`src/rtl/rx_sampler.sv`:
```
// UART receive front end: synchronises rx, oversamples 16x and majority-votes
// each bit, emitting per-bit and per-frame strobes for a downstream shifter.
module rx_sampler #(
  parameter int CLK_FREQ   = 100_000_000,
  parameter int BAUD       = 115200,
  parameter int OVERSAMPLE = 16
) (
  input  logic clock,
  input  logic rst_n,
  input  logic rx,
  output logic bit_valid,
  output logic bit_data,
  output logic frame_start,
  output logic frame_done,
  output logic framing_error,
  output logic busy
);

  localparam int DIV = CLK_FREQ / (BAUD * 16);
  localparam int TW  = (DIV > 1) ? $clog2(DIV) : 1;

  generate
    if (OVERSAMPLE != 16) begin : g_os_bad
      $error("rx_sampler: OVERSAMPLE must be 16");
    end
    if (DIV < 2) begin : g_div_bad
      $error("rx_sampler: CLK_FREQ/(BAUD*16) must be at least 2");
    end
  endgenerate

  typedef enum logic [1:0] {
    IDLE  = 2'd0,
    START = 2'd1,
    DATA  = 2'd2,
    STOP  = 2'd3
  } state_t;

  state_t state_q, state_d;

  logic sync1_q;
  logic rx_s_q;
  logic rx_d_q;

  logic [TW-1:0] tick_cnt_q, tick_cnt_d;
  logic [3:0]    samp_q, samp_d;
  logic [2:0]    bit_idx_q, bit_idx_d;
  logic          s7_q, s7_d;
  logic          s8_q, s8_d;

  logic bit_valid_q, bit_valid_d;
  logic bit_data_q, bit_data_d;
  logic frame_start_q, frame_start_d;
  logic frame_done_q, frame_done_d;
  logic framing_error_q, framing_error_d;

  logic tick;
  logic decide;
  logic wrap;
  logic maj;
  logic fall;

  // Synchroniser and edge-detect flops idle high like the line itself
  always_ff @(posedge clock or negedge rst_n) begin
    if (!rst_n) begin
      sync1_q <= 1'b1;
      rx_s_q  <= 1'b1;
      rx_d_q  <= 1'b1;
    end else begin
      sync1_q <= rx;
      rx_s_q  <= sync1_q;
      rx_d_q  <= rx_s_q;
    end
  end

  assign tick   = (tick_cnt_q == TW'(DIV - 1));
  assign decide = tick && (samp_q == 4'd9);
  assign wrap   = tick && (samp_q == 4'd15);
  assign maj    = (s7_q & s8_q) | (s7_q & rx_s_q) | (s8_q & rx_s_q);
  assign fall   = rx_d_q & ~rx_s_q;

  always_comb begin
    state_d         = state_q;
    tick_cnt_d      = tick_cnt_q;
    samp_d          = samp_q;
    bit_idx_d       = bit_idx_q;
    s7_d            = s7_q;
    s8_d            = s8_q;
    bit_valid_d     = 1'b0;
    bit_data_d      = 1'b0;
    frame_start_d   = 1'b0;
    frame_done_d    = 1'b0;
    framing_error_d = 1'b0;

    if (state_q == IDLE) begin
      tick_cnt_d = '0;
      samp_d     = '0;
      bit_idx_d  = '0;
    end else begin
      tick_cnt_d = tick ? '0 : tick_cnt_q + TW'(1);
      if (tick) begin
        samp_d = samp_q + 4'd1;
        if (samp_q == 4'd7) s7_d = rx_s_q;
        if (samp_q == 4'd8) s8_d = rx_s_q;
      end
    end

    unique case (state_q)
      IDLE: begin
        if (fall) state_d = START;
      end
      START: begin
        if (decide) begin
          if (!maj) frame_start_d = 1'b1;
          else      state_d       = IDLE;
        end
        if (wrap) begin
          state_d   = DATA;
          bit_idx_d = '0;
        end
      end
      DATA: begin
        if (decide) begin
          bit_valid_d = 1'b1;
          bit_data_d  = maj;
        end
        if (wrap) begin
          if (bit_idx_q == 3'd7) state_d = STOP;
          else bit_idx_d = bit_idx_q + 3'd1;
        end
      end
      STOP: begin
        // Leave at mid-stop so a back-to-back start edge is not missed
        if (decide) begin
          frame_done_d    = 1'b1;
          framing_error_d = ~maj;
          state_d         = IDLE;
        end
      end
      default: state_d = IDLE;
    endcase
  end

  always_ff @(posedge clock or negedge rst_n) begin
    if (!rst_n) begin
      state_q         <= IDLE;
      tick_cnt_q      <= '0;
      samp_q          <= '0;
      bit_idx_q       <= '0;
      s7_q            <= 1'b0;
      s8_q            <= 1'b0;
      bit_valid_q     <= 1'b0;
      bit_data_q      <= 1'b0;
      frame_start_q   <= 1'b0;
      frame_done_q    <= 1'b0;
      framing_error_q <= 1'b0;
    end else begin
      state_q         <= state_d;
      tick_cnt_q      <= tick_cnt_d;
      samp_q          <= samp_d;
      bit_idx_q       <= bit_idx_d;
      s7_q            <= s7_d;
      s8_q            <= s8_d;
      bit_valid_q     <= bit_valid_d;
      bit_data_q      <= bit_data_d;
      frame_start_q   <= frame_start_d;
      frame_done_q    <= frame_done_d;
      framing_error_q <= framing_error_d;
    end
  end

  assign bit_valid     = bit_valid_q;
  assign bit_data      = bit_data_q;
  assign frame_start   = frame_start_q;
  assign frame_done    = frame_done_q;
  assign framing_error = framing_error_q;
  assign busy          = (state_q != IDLE);

endmodule

```
`config.mk`:
```
export PLATFORM = sky130hd
export DESIGN_NAME = rx_sampler
export DESIGN_NICKNAME = d
export VERILOG_FILES = /design/src/rtl/rx_sampler.sv
export SDC_FILE = /design/constraint.sdc
export NUM_CORES = 1
export LEC_CHECK = 0
export ABC_AREA = 1
export ABC_CLOCK_PERIOD_IN_PS = 4300
export BUFFER_PORTS_ARGS = -buffer_cell sky130_fd_sc_hd__clkbuf_2
export CORE_UTILIZATION = 50
export CTS_CLUSTER_SIZE = 30
export DETAILED_ROUTE_END_ITERATION = 8
export HOLD_SLACK_MARGIN = 0.1
export PLACE_DENSITY = 0.68
export SLEW_MARGIN = 20
export SYNTH_ARGS = -nofsm -noshare
export SYNTH_HDL_FRONTEND = slang
export SYNTH_SLANG_ARGS = --single-unit
```
`constraint.sdc`:
```
create_clock -name clock -period 4.3 [get_ports clock]
set_clock_uncertainty 0.1 [all_clocks]
set_input_delay 0.86 -clock clock [delete_from_list [all_inputs] [get_ports clock]]
set_output_delay 0.86 -clock clock [all_outputs]
set_load 0.05 [all_outputs]
```
==> metrics.txt <==
crit-path max cell delay 0.46 ns; TritonRoute pass-1 iters 4; DRT antenna net count 0; routed wire length 2136 um; chip height 52.75 um; GRT overflow 0; IO Pins 9; # resized after CTS 0; Post-Route Setup TNS 0 ns; max reg flops 6; WP data required 3.34 ns; crit path max fanout 8; port buffer count 8; outcome finished, final reports clean; Core Util, Final 0.5668; Synth Cell Area 0.001287 mm^2; DR vias/cell 5.006; Slew HR 0.5965; DRC viols 0; ANT cells 0; Max H-tree Level 1; count of final setup violators 0; Cell Count, Final, Fillers Out 180; initial antenna violation count 0; Post-Syn Nets 152; clk_lat worst skew 0.32 ns; period utilisation layout 0.5808; synthesis-stage register bit count 25; Layout area overhead 8.066%; first-pass GRT wire length 3815 um; clock root buffer clkbuf_4; nets@finish 165; largest net degree at the start of global routing 26; instance area at placement 0.001365 mm^2; RSZ-0062 raised after global routing false; synth unique cells 28; CP arrival 1.54 ns; CTS sink count 25; worst-margin pin slew 0.6052 ns; Min Hold Slack 0.2649 ns; DRT iter0 DRCs 10; fin area 0.001391 mm^2; Rows 18; final slew viol count 0; die width 52.75 um; CORE AREA 0.002455 mm^2; vias in the first global route 924; CP max-delay cell dfrtp_1; instance count of the mapped netlist 138; critical path endpoint category primary output; CP Buf/Inv Count 3; Met2 Wirelength 1057 um; WL met3 47 um; number of flops mapped to enable cells by yosys 0; Multi-input gate area 583.1 um^2; register area share after synthesis 0.4888; placed insts 176; Leakage 0.6887 nW; Max-Cap Viols 0; initial core utilization 0.5245; FMAX 400.4 MHz; Max clock buf depth 2; syn_area_per_cell 9.330 um^2; Final Hold Viols 0; M1 WL 976 um; Tot GR Track Use 0.1958; fillers 221; average routed wire per standard cell 11.87 um; total CTS buffers 3; critical path type reg -> out; Pwr Density 386.6 mW/mm^2; clock-pin slew on the worst setup and hold paths 0.13 ns; post-synthesis async set-or-reset flop share 1.000; biggest regs tick_cnt_q: 6 flops, samp_q: 4 flops, bit_idx_q: 3 flops; vias 901; RePlAce Congestion 0.8005; CP cell instances inv_1 -> ha_1 -> inv_2 -> clkbuf_2; Primary FF master, synth dfrtp_1; top layer used by detailed routing met4; Total Power 0.5379 mW; Yosys Warn Count 0; Place WS 2.165 ns; Worst Hold Class reg -> reg; setup slack after layout 1.803 ns; hold_buf cts 0; postcts setup bufs 0; Biggest register tick_cnt_q; VDD IR max 0.2457 mV; register area 629.4 um^2; crit-path leading delay family buffers and inverters; layout cells sized above 1 0.2000; clock period minus worst slack 2.497 ns; CP Launch Type flip-flop; CTS tree done; hpwl dp 1668 um; Die Footprint 0.002782 mm^2
## final timing paths
kind / startpoint / slack, ns / cells after the start / endpoint
min in group asynchronous: rst_n / 0.41 / 1 / tick_cnt_q[3]
max in group asynchronous: rst_n / 3.30 / 1 / asynchronous set/reset pin
worst max-delay path: state_q[0] / 1.80 / 4 / busy
worst min-delay path: sync1_q / 0.26 / 0 / rx_s_q
worst max register to register: state_q[0] / 2.61 / 8 / state_q[0]
worst min register to register: sync1_q / 0.26 / 0 / rx_s_q
## routing by layer
metal / track usage / vias up
met5: 0 / -
met4: 0.1053 / 0
met3: 0.02609 / 5
met2: 0.3460 / 14
met1: 0.2259 / 416
li1: - / 466
## cell usage after synthesis, types with 3 or more instances
cell | n | area, um^2
a21oi_1 | 3 | 15.01
dfrtp_1 | 22 | 550.5
dfstp_2 | 3 | 78.83
ha_1 | 11 | 137.6
inv_1 | 17 | 63.81
nand2_1 | 26 | 97.59
nand2_2 | 3 | 18.77
nand3_1 | 5 | 25.02
nor2_1 | 14 | 52.55
nor3_1 | 4 | 20.02
nor3b_1 | 3 | 22.52
o21ai_0 | 5 | 25.02
o21ai_1 | 3 | 15.01
## cells in the final DEF (no fill, tap or decap)
master | synthesis | final
and3_1 | 1 | 1
nand2_4 | 2 | 2
a21oi_1 | 3 | 3
o21ai_2 | 1 | 1
inv_1 | 17 | 17
dfstp_2 | 3 | 3
ha_1 | 11 | 11
nor4_2 | 1 | 1
o32ai_1 | 1 | 1
o21ai_0 | 5 | 5
nand4_1 | 2 | 2
nand3_2 | 2 | 2
inv_2 | 2 | 2
a21oi_2 | 1 | 1
nor2_4 | 1 | 1
nand2_1 | 26 | 26
xnor2_1 | 1 | 1
dfrtp_1 | 22 | 22
nand3_1 | 5 | 5
nor2_1 | 14 | 14
clkbuf_2 | 0 | 8
o21ai_1 | 3 | 3
a21oi_4 | 1 | 1
clkbuf_4 | 0 | 3
clkinv_1 | 1 | 1
nand2_2 | 3 | 3
nor2_2 | 1 | 1
nor3b_1 | 3 | 3
clkbuf_1 | 0 | 1
nand3b_2 | 1 | 1
nor3_1 | 4 | 4
## kinds of logic after synthesis
| kind of cell | count (synthesis) | synth area share |
|---|---|---|
| simple gates | 66 | 0.2634 |
| fa+ha+maj | 11 | 0.1069 |
| xor+xnor | 1 | 0.006804 |
| flops | 25 | 0.4888 |
| buf+inv | 20 | 0.05831 |
| compound gates | 15 | 0.07580 |
## power breakdown
group	internal, mW	leakage, nW	switching (mW)
sequential	0.251	0.335	0.0156
clock	0.0364	0.0150	0.0711
combinational	0.0509	0.338	0.113
total	0.338	0.689	0.200
## final cells by class
class | instances | share of cell area
Multi-Input combinational cell | 93 | 0.4191
Tap cell | 30 | 0.02698
Sequential cell | 25 | 0.4523
Timing Repair Buffer | 8 | 0.02878
Inverter | 20 | 0.05396
Clock buffer | 4 | 0.01888
Note: power is estimated with default switching activity, not from simulation.
